### config.mk
export PLATFORM = sky130hd
export DESIGN_NAME = acc_frame_ctrl
export DESIGN_NICKNAME = d
export VERILOG_FILES = /design/src/rtl/acc_frame_ctrl.sv
export SDC_FILE = /design/constraint.sdc
export NUM_CORES = 1
export LEC_CHECK = 0
export BUFFER_PORTS_ARGS = -buffer_cell sky130_fd_sc_hd__buf_2
export CORE_MARGIN = 5
export CORE_UTILIZATION = 49
export CTS_CLUSTER_DIAMETER = 40
export DETAILED_ROUTE_END_ITERATION = 7
export PLACE_DENSITY = 0.87
export SLEW_MARGIN = 10
export SYNTH_ARGS = -nofsm -noshare
export SYNTH_HDL_FRONTEND = slang
export SYNTH_SLANG_ARGS = --single-unit
### constraint.sdc
create_clock -name clk -period 2.45 [get_ports clk]
set_clock_uncertainty 0.2 [all_clocks]
set_input_delay 0.735 -clock clk [delete_from_list [all_inputs] [get_ports clk]]
set_output_delay 0.735 -clock clk [all_outputs]
set_load 0.05 [all_outputs]
### src/rtl/acc_frame_ctrl.sv
// Initiator-side frame controller for a clear/enable accumulator: groups a sample
// stream into frames, drives the accumulator and returns each frame result with a shadow-sum check.
module acc_frame_ctrl #(
  parameter int DIN_WIDTH  = 32,
  parameter int DOUT_WIDTH = 32,
  parameter int FRAME_LEN  = 8,
  parameter int CNT_WIDTH  = $clog2(FRAME_LEN + 1)
) (
  input  logic                  clk,
  input  logic                  rst_ni,
  input  logic                  s_valid_i,
  output logic                  s_ready_o,
  input  logic [DIN_WIDTH-1:0]  s_data_i,
  input  logic                  flush_i,
  output logic                  acc_en_o,
  output logic                  acc_clear_o,
  output logic [DIN_WIDTH-1:0]  acc_data_o,
  input  logic [DOUT_WIDTH-1:0] acc_result_i,
  output logic                  m_valid_o,
  input  logic                  m_ready_i,
  output logic [DOUT_WIDTH-1:0] m_sum_o,
  output logic [CNT_WIDTH-1:0]  m_count_o,
  output logic                  m_err_o,
  output logic                  busy_o
);

  typedef enum logic [2:0] {
    ST_IDLE  = 3'd0,
    ST_CLEAR = 3'd1,
    ST_ACCUM = 3'd2,
    ST_DRAIN = 3'd3,
    ST_CAPT  = 3'd4,
    ST_OUT   = 3'd5
  } state_t;

  localparam logic [CNT_WIDTH-1:0] CNT_ONE  = CNT_WIDTH'(1);
  localparam logic [CNT_WIDTH-1:0] CNT_LAST = CNT_WIDTH'(FRAME_LEN - 1);

  state_t                  state_r;
  logic [CNT_WIDTH-1:0]    count_r;
  logic [DOUT_WIDTH-1:0]   shadow_r;
  logic                    acc_en_r;
  logic                    acc_clear_r;
  logic [DIN_WIDTH-1:0]    acc_data_r;
  logic                    m_valid_r;
  logic [DOUT_WIDTH-1:0]   m_sum_r;
  logic [CNT_WIDTH-1:0]    m_count_r;
  logic                    m_err_r;

  logic                    accum_s;
  logic                    s_hs_s;
  logic                    close_s;

  // Sign-extend a sample to the accumulator width, matching the accumulator's own add.
  function automatic logic [DOUT_WIDTH-1:0] sext(input logic [DIN_WIDTH-1:0] d);
    return DOUT_WIDTH'($signed(d));
  endfunction

  assign accum_s = (state_r == ST_ACCUM);
  assign s_hs_s  = accum_s && s_valid_i;
  // A frame closes on its last beat or on a flush; a same-cycle beat is still counted.
  assign close_s = flush_i || (s_hs_s && (count_r == CNT_LAST));

  // Frame sequencing FSM with all accumulator- and result-side outputs registered.
  always_ff @(posedge clk or negedge rst_ni) begin
    if (!rst_ni) begin
      state_r     <= ST_IDLE;
      acc_en_r    <= 1'b0;
      acc_clear_r <= 1'b0;
      acc_data_r  <= '0;
      m_valid_r   <= 1'b0;
      m_sum_r     <= '0;
      m_count_r   <= '0;
      m_err_r     <= 1'b0;
    end else begin
      acc_en_r    <= 1'b0;
      acc_clear_r <= 1'b0;
      case (state_r)
        ST_IDLE: begin
          acc_clear_r <= 1'b1;
          state_r     <= ST_CLEAR;
        end
        ST_CLEAR: begin
          state_r <= ST_ACCUM;
        end
        ST_ACCUM: begin
          if (s_hs_s) begin
            acc_en_r   <= 1'b1;
            acc_data_r <= s_data_i;
          end
          if (close_s) begin
            state_r <= ST_DRAIN;
          end
        end
        ST_DRAIN: begin
          state_r <= ST_CAPT;
        end
        ST_CAPT: begin
          m_sum_r   <= acc_result_i;
          m_count_r <= count_r;
          m_err_r   <= (acc_result_i != shadow_r);
          m_valid_r <= 1'b1;
          state_r   <= ST_OUT;
        end
        ST_OUT: begin
          if (m_ready_i) begin
            m_valid_r   <= 1'b0;
            acc_clear_r <= 1'b1;
            state_r     <= ST_CLEAR;
          end
        end
        default: begin
          state_r <= ST_IDLE;
        end
      endcase
    end
  end

  // Beat counter and shadow sum, restarted alongside each accumulator clear.
  always_ff @(posedge clk or negedge rst_ni) begin
    if (!rst_ni) begin
      count_r  <= '0;
      shadow_r <= '0;
    end else if (state_r == ST_CLEAR) begin
      count_r  <= '0;
      shadow_r <= '0;
    end else if (s_hs_s) begin
      count_r  <= count_r + CNT_ONE;
      shadow_r <= shadow_r + sext(s_data_i);
    end
  end

  assign s_ready_o   = accum_s;
  assign busy_o      = (state_r != ST_IDLE);
  assign acc_en_o    = acc_en_r;
  assign acc_clear_o = acc_clear_r;
  assign acc_data_o  = acc_data_r;
  assign m_valid_o   = m_valid_r;
  assign m_sum_o     = m_sum_r;
  assign m_count_o   = m_count_r;
  assign m_err_o     = m_err_r;

endmodule
Word level (Yosys, flattened, before mapping)
Cells that the tools add are included.
{ "totals": {"register_bits": 111, "wordCells": 44, "input_bits": 69, "out_inout_bits": 74} }
{ "op_classes": {"addsub": 2, "reduce_logical": 10, "muxes": 13, "eq_ne": 9} }
{ "op_table": {"columns": ["op", "count"], "rows": [
  ["32-bit 2-to-1 mux", 2],
  ["32-bit adder", 1],
  ["32-bit != test", 1],
  ["3-bit case mux with 6 select lines", 1],
  ["4-bit 2-to-1 mux", 2],
  ["3-bit by 2-bit equality test with 1-bit output, second input constant", 2],
  ["3-bit equality test, second input constant", 2],
  ["3-bit 2-to-1 mux", 2],
  ["2-bit AND reduction", 3],
  ["4-bit by 1-bit adder with 4-bit output, second input constant", 1],
  ["4-bit by 3-bit equality test with 1-bit output, second input constant", 1],
  ["1-bit 2-to-1 mux", 4],
  ["1-bit case mux with 2 select lines", 2],
  ["2-bit nonzero test", 2],
  ["3-bit by 1-bit equality test with 1-bit output, second input constant", 1],
  ["3-bit zero test", 1],
  ["3-bit nonzero test", 1],
  ["1-bit logical AND", 2],
  ["2-bit by 1-bit != test with 1-bit output, second input constant", 1],
  ["2-bit != test, second input constant", 1],
  ["1-bit logical OR", 1]
]} }

Longest topological paths before layout
Gate-level depths: netlist of run 1.
{ "depth": {"word_depth": 6, "ltp_mapped": 10} }

Least setup slack after synthesis of run 1
No wires, ideal clock.
{ "synth_path": {"kind": "input -> register", "from": "in s_data_i[0]", "to": "reg shadow_r[26]", "setup_time_ns": 0.121, "arrival_ns": 2.668, "setup_slack_ns": -0.540, "path_stages": 10, "n_path_buf": 0, "path_cell_list": "ha_1 fa_1 a211o_1 a21oi_1 a21boi_2 a21oi_2 o41ai_4 a31oi_1 xor2_1 o21ai_1"} }
{ "synth_between": {"elab_chain_cells": 3} }
{ "synth_rtl": {"columns": ["element", "line_no", "source"], "rows": [
  ["start, declared", "13", "input logic [DIN_WIDTH-1:0] s_data_i,"],
  ["32-bit adder", "129", "shadow_r <= shadow_r + sext(s_data_i);"],
  ["32-bit 2-to-1 mux", "127", "end else if (s_hs_s) begin"],
  ["32-bit 2-to-1 mux", "124", "end else if (state_r == ST_CLEAR) begin"],
  ["end signal, assigned", "129", null],
  ["end, declared", "41", "logic [DOUT_WIDTH-1:0] shadow_r;"]
]} }
Every way passes these cells. The select of a mux whose other input is x is not followed.
A chain may end at the register's enable or synchronous reset.

Worst setup path in the final report of run 1
{ "layout_path": {"from": "in s_data_i[13]", "to": "reg shadow_r[28]"} }
The elaborated chain is that of the path after synthesis.

==> metrics.md, run 1 <==
| Metric | Value |
|---|---|
| Num Clock Sinks | roughly 110 |
| # IOs | ~140 |
| Slew headroom | 0.625 |
| Reg-to-reg slack, setup | -0.23 ns |
| Max Cap Violations | 0 |
| Fin. max-slew vios | 0 |
| CP dominant cell by count | a21oi_2 |
| CTS tree | built |
| Critical path required time | around 2.5 ns |
| Residual DRC count | 0 |
| Final Hold Viols | 0 |
| Worst-Margin Slew | 0.563 ns |
| Synth area leader | dfrtp_1 |
| Synth top area cells | dfrtp_1 (44%), nand2_1 (7.0%), mux2_2 (6.4%), ha_1 (6.3%), xnor2_1 (6.1%) |
| GRT overflow | 0 |
| DRT Pass-1 Iters | 5 |
| Core Region | 12,600 sq um |
| CTS clock-pin slew for the worst setup and hold paths | 0.07 ns |
| Post-synth ARST share | 1.00 |
| Crit end category | flop |
| CP Class | in2reg |
| Initial antenna violation count | 1 |
| Antenna-violating nets left | 0 |
| Htree depth | 3 |
| Period utilization | 1.11 |
| Syn. warnings | 0 |
| # port buffers | about 140 |
| Fmax | around 370 MHz |
| CP max stage delay | 0.36 ns |
| Post-synth EDFFs | 0 |
| DR iter-0 viols | about 610 |
| Area of the multi-input gates | between 3000 and 4000 sq um |
| Pwr dens | between 1000 and 1500 nW/um^2 |
| Fill count | between 800 and 900 |
| Placer Congestion | 0.974 |
| Area post-placement | between 8000 and 9000 sq um |
| Min cycle time layout | approximately 2.7 ns |
| DR WL/cell | 18.8 um |
| Arrival @ worst endpoint | approximately 2.8 ns |
| Sequential area share after synthesis | 0.440 |
| Post-Synthesis Net Count | about 750 |
| Total CTS buffers | 9 |
| Vias in the first global route | 6,156 |
| Ys flop type | dfrtp_1 |
| Yosys top cell area share | 0.440 |
| Syn-to-layout area delta | 40.8% |
| First-pass GRT wire length | 30,900 um |
| CP startpoint | s_data_i[13] |
| Highest fanout seen on the critical path | 4 |
| Crit path to | shadow_r[28]$_DFFE_PN0P_ |
| Chip height | 123 um |
| Placed insts | 1,046 |
| Final Instance Count excl. Fillers | between 1,000 and 1,500 |
| Critical R2R Launch | shadow_r[12]$_DFFE_PN0P_ |
| Sequence of cells on the critical path | buf_2 > ha_4 > buf_4 > a21o_1 > a311oi_1 > o21ai_0 > a21oi_2 > o21ai_2 > a21oi_2 > xor2_1 > o21ai_1 |
| Final wirelength | between 20,000 and 25,000 um |
| RSZ-0062 raised after global routing | yes |
| Initial Utilization | 0.500 |
| GRT Total Usage | 0.262 |
| Failing checks | negative setup slack |
| FF+latch area | roughly 2800 sq um |
| Largest net degree at the start of global routing | 54 |
| Syn Inst Count | 645 |
| Most frequent cell after synthesis | nand2_1 |
| Critical path startpoint category | primary input |
| CP max stage cell | a311oi_1 |
| Reg2Reg Depth | 10 |
| Final Instance Area | slightly below 9000 sq um |
| Avg Inst Size Synth | 9.78 sq um |
| Via density per instance | approximately 5.7 |
| Status | finished with violations |
| Hpwl dp | approximately 14,000 um |
| Nets | ~1,000 |
| Synthesized cell area | 6310 sq um |
| CTS root buffer | clkbuf_16 |
| Clock Tree Buf Depth | 2 |
| P_leak | 4.47 nW |
| Num rows | 41 |
| Hold WC Path Type | in2async |
| Worst Setup Slack, final | -0.267 ns |
| Peak VDD IR | 805 uV |
| Post-synth top cells | nand2_1 (117), dfrtp_1 (111), xnor2_1 (44), nand3_1 (43) |
| Yosys cell types | 62 |
| Seq cells post-synth | about 110 |
| Worst-Skew Late Latency | 0.36 ns |
| Die W | between 100 and 150 um |
| Via count | slightly above 6,000 |
| Share of cells above drive strength 1 | 0.442 |
| Full die area | ~15,000 sq um |
| FF-to-FF End | shadow_r[28]$_DFFE_PN0P_ |
| Final setup violation count | 23 |
-- critical path, delay by kind of cell --
family | cells | cell delay, ns
AOI/OAI and AO/OA | 7 | 1.41
adders and majority gates | 1 | 0.16
buffers and inverters | 2 | 0.25
xor gates and xnor gates | 1 | 0.19
-- placed cells by master (no fill, tap or decap), types with 20 or more instances in the layout --
cell | Yosys | final
a21oi_1 | 36 | 24
xnor2_1 | 44 | 38
a21o_1 | 21 | 21
mux2_2 | 36 | 36
ha_1 | 32 | 20
nand3_1 | 43 | 42
nand2_1 | 117 | 114
buf_2 | 2 | 135
o21ai_1 | 5 | 25
dfrtp_1 | 111 | 109
buf_4 | 5 | 121
-- through the flow --
step           TNS [ns]  setup slack [ns]  total power, mW   util  hold WS [ns]
2_1_floorplan     -4.43            -0.395             8.30      -         0.239
3_3_place_gp     -11.96            -0.623             10.5  0.643         0.252
3_5_place_dp     -13.10            -0.658             10.8  0.643         0.257
4_1_cts           -2.17            -0.201             12.7  0.688         0.123
5_1_grt           -5.09            -0.354             13.9  0.704         0.149
6_report          -3.22            -0.267             13.2  0.704         0.119
-- what timing repair did --
| action | 4_1_cts | 5_1_grt |
|---|---|---|
| pin swaps | 37 | 32 |
| hold buffers | 0 | 0 |
| cloned | 0 | 0 |
| buffers inserted | 8 | 5 |
| resized for setup | 49 | 36 |
| setup endpoints to repair | 24 | 25 |
-- area by class of cell --
cell class                      instances  share of cell area
Multi-Input combinational cell        498               0.426
Tap cell                              172              0.0242
Clock buffer                           10              0.0269
Sequential cell                       111               0.313
Clock inverter                          5             0.00648
Inverter                                7             0.00296
Antenna cell                            1            0.000282
Timing Repair Buffer                  271               0.201
-- metal layers --
metal,track usage,part of all wire
met5,0,0
met4,0.126,0.041
met3,0.0508,0.077
met2,0.429,0.49
met1,0.334,0.39
-- kinds of logic (layout without fill, tap and decap cells) --
kind of cell               after synthesis  in the layout  share of synthesized area
DFF                                    111            111                      0.440
AOI/OAI and AO/OA                      141            141                      0.150
and+or+nand+nor                        225            225                      0.163
muxes                                   38             38                     0.0674
buffers and inverters                   36            293                     0.0282
xor gates and xnor gates                61             61                     0.0847
adders and majority gates               33             33                     0.0666
other                                    0              1                          0
-- flip-flops by register name (all words and copies together) (netlist names) --
name,cells
acc_clear_o,1
acc_data_o,32
acc_en_o,1
count_r,4
m_count_o,4
m_err_o,1
m_sum_o,32
m_valid_o,1
shadow_r,32
state_r,3
-- report_power, final --
part,leakage [nW],switching [mW],internal [mW]
Combinational,2.92,5.14,3.34
Sequential,1.41,0.591,2.65
Clock,0.149,0.696,0.818
Total,4.47,6.43,6.80
-- worst min path at each step --
stage,cells past startpoint,from,slack (ns),end
after CTS,1,rst_ni,0.12,acc_data_o[28]$_DFFE_PN0P_
after floorplan,0,rst_ni,0.24,acc_clear_o$_DFF_PN0_
after global placement,2,acc_data_o[17]$_DFFE_PN0P_,0.25,acc_data_o[17]$_DFFE_PN0P_
after detailed placement,2,acc_data_o[6]$_DFFE_PN0P_,0.26,acc_data_o[6]$_DFFE_PN0P_
after global routing,1,rst_ni,0.15,acc_data_o[29]$_DFFE_PN0P_
final,1,rst_ni,0.12,acc_data_o[30]$_DFFE_PN0P_
Power figures use the tool's default switching activity.
==> run 2, diff against run 1 <==
--- a/config.mk
+++ b/config.mk
@@ -10,7 +10,7 @@
 export CORE_UTILIZATION = 49
 export CTS_CLUSTER_DIAMETER = 40
 export DETAILED_ROUTE_END_ITERATION = 7
-export PLACE_DENSITY = 0.87
+export PLACE_DENSITY = 0.76
 export SLEW_MARGIN = 10
 export SYNTH_ARGS = -nofsm -noshare
 export SYNTH_HDL_FRONTEND = slang
==> metrics.md, run 2 (synthesis results as in run 1) <==
| Metric | Value |
|---|---|
| Status | finished with violations |
| Failing checks | negative setup slack |
| Chip height | 123 um (unchanged) |
| CTS clock-pin slew for the worst setup and hold paths | 0.08 ns (about the same) |
| Syn-to-layout area delta | 38.6% |
| # IOs | 143 (unchanged) |
| Via count | 5,786 (-5.5%) |
| Initial Utilization | 0.500 (unchanged) |
| Critical path startpoint category | primary input |
| Placer Congestion | 0.946 (-2.9%) |
| Peak VDD IR | 762 uV (-5.3%) |
| Hpwl dp | 14,000 um (+0.13%) |
| Max Cap Violations | 0 (unchanged) |
| Worst Setup Slack, final | -0.201 ns (+0.0659 ns) |
| Clock Tree Buf Depth | 2 (unchanged) |
| Core Region | 12,600 sq um (unchanged) |
| Arrival @ worst endpoint | 2.70 ns (-0.05 ns) |
| Pwr dens | 1460 nW/um^2 (-1.6%) |
| Htree depth | 3 (unchanged) |
| DRT Pass-1 Iters | 6 (+1) |
| Min cycle time layout | 2.65 ns (-0.0659 ns) |
| CP max stage cell | a221o_1 |
| Largest net degree at the start of global routing | 79 (+46%) |
| Final wirelength | 18,400 um (-9.2%) |
| Worst-Skew Late Latency | 0.37 ns (about the same) |
| Sequence of cells on the critical path | buf_2 > ha_1 > a21o_1 > a21o_2 > a21o_2 > a31o_2 > a221o_1 > a31oi_1 > xor2_1 > o21ai_1 |
| Hold WC Path Type | in2async |
| CP top delay family | compound AO/OA/AOI/OAI gates |
| Vias in the first global route | 5,791 (-5.9%) |
| DR WL/cell | 17.1 um (-9.1%) |
| Fill count | 999 (+13%) |
| CP Class | in2reg |
| Die W | 123 um (unchanged) |
| Critical R2R Launch | shadow_r[3]$_DFFE_PN0P_ |
| Total power | 12.8 mW (-3.1%) |
| RSZ-0062 raised after global routing | yes |
| Fmax | 377 MHz (+2.5%) |
| Area post-placement | 8110 sq um (-0.15%) |
| Critical path buffer and inverter count | 1 (-1) |
| FF-to-FF End | shadow_r[31]$_DFFE_PN0P_ |
| Final Hold Viols | 0 (unchanged) |
| GRT Total Usage | 0.247 (-0.0152) |
| Share of cells above drive strength 1 | 0.427 (-0.0150) |
| P_leak | 4.43 nW (-1.0%) |
| Most frequent cells in the layout | buf_2 (136), buf_4 (121), nand2_1 (113), dfrtp_1 (111), nand3_1 (41) |
| Full die area | 15,200 sq um (unchanged) |
| Antenna-violating nets left | 0 (unchanged) |
| Residual DRC count | 0 (unchanged) |
| Fin. max-slew vios | 0 (unchanged) |
| Worst-Margin Slew | 0.439 ns (-0.124 ns) |
| CTS tree | built |
| Num rows | 41 (unchanged) |
| Worst hold margin | 0.0564 ns (-0.0625 ns) |
| CTS root buffer | clkbuf_16 |
| Reg2Reg Depth | 9 (-1) |
| Final setup violation count | 23 (unchanged) |
| Period utilization | 1.08 (-0.0269) |
| DR iter-0 viols | 427 (-30%) |
| Via density per instance | 5.39 (-5.4%) |
| GRT overflow | 0 (unchanged) |
| First-pass GRT wire length | 29,500 um (-4.6%) |
| Nets | 998 (-0.20%) |
| Total CTS buffers | 9 (unchanged) |
| Num Clock Sinks | 111 (unchanged) |
| Number of antenna repair diodes | 0 (-1) |
| Final Instance Area | 8750 sq um (-1.5%) |
| Reg-to-reg slack, setup | -0.17 ns (+0.06 ns) |
| Crit end category | flop |
| Slew headroom | 0.707 (+0.0826) |
| Critical path required time | 2.50 ns (about the same) |
| CP dominant cell by count | a21o_2 |
| Highest fanout seen on the critical path | 2 (-2) |
| Commonest non-fill, non-tap cell in the layout | buf_2 |
| CP max stage delay | 0.34 ns (-0.02 ns) |
| Hold buffer count at CTS | 0 (unchanged) |
| Initial antenna violation count | 0 (-1) |
| # port buffers | 142 (unchanged) |
==> run 2: worst max path at each step <==
stage / from / to / slack, ns / depth (start not counted)
floorplan: s_data_i[0] / shadow_r[26]$_DFFE_PN0P_ / -0.39 / 10
global placement: s_data_i[0] / shadow_r[26]$_DFFE_PN0P_ / -0.63 / 11
detailed placement: s_data_i[0] / shadow_r[26]$_DFFE_PN0P_ / -0.69 / 11
CTS: s_data_i[0] / shadow_r[30]$_DFFE_PN0P_ / -0.24 / 11
global route: shadow_r[3]$_DFFE_PN0P_ / shadow_r[31]$_DFFE_PN0P_ / -0.29 / 9
finish: s_data_i[22] / shadow_r[30]$_DFFE_PN0P_ / -0.20 / 10
==> run 2: worst register-to-register path, delay by kind of cell (launching register included) <==
kind | cells | cell delay, ns
compound gates | 7 | 1.39
fa+ha+maj | 1 | 0.25
flops | 1 | 0.42
mux | 1 | 0.25
==> run 2: power by group <==
group,switching (mW),internal [mW]
sequential,0.544,2.64
combinational,4.89,3.21
clock,0.714,0.802
total,6.15,6.66
==> run 2: layer usage <==
metal / routed length [um] / vias up / global-route usage
met4: 358 / 0 / 0.0879
met1: 7870 / 2814 / 0.327
met2: 9260 / 177 / 0.417
met3: 870 / 28 / 0.0334
met5: 0 / - / 0
li1: - / 2767 / -
==> run 2: area by class of cell <==
cell class | count | area (sq um) | share of cell area
clock buffers | 10 | 229 | 0.0262
clock inverters | 6 | 68.8 | 0.00787
inverters | 7 | 26.3 | 0.00300
multi-input cells | 498 | 3680 | 0.420
flip-flops and latches | 111 | 2780 | 0.318
well taps | 172 | 215 | 0.0246
repair buffers | 269 | 1750 | 0.201
==> run 2: what timing repair did <==
item                                    in CTS  in global routing
pin swaps                                   25                 15
setup buffers                                7                  5
gates resized for setup                     53                 12
endpoints found under the setup margin      23                 24
gates cloned                                 0                  0
==> run 2: through the flow <==
step	util	instances	worst slack (ns)	setup TNS [ns]
finish	0.693	1073	-0.201	-2.63
global route	0.693	1073	-0.293	-4.54
CTS	0.687	1068	-0.241	-2.29
detailed placement	0.642	1045	-0.693	-12.88
global placement	0.642	1045	-0.630	-11.86
floorplan	-	645	-0.395	-4.43
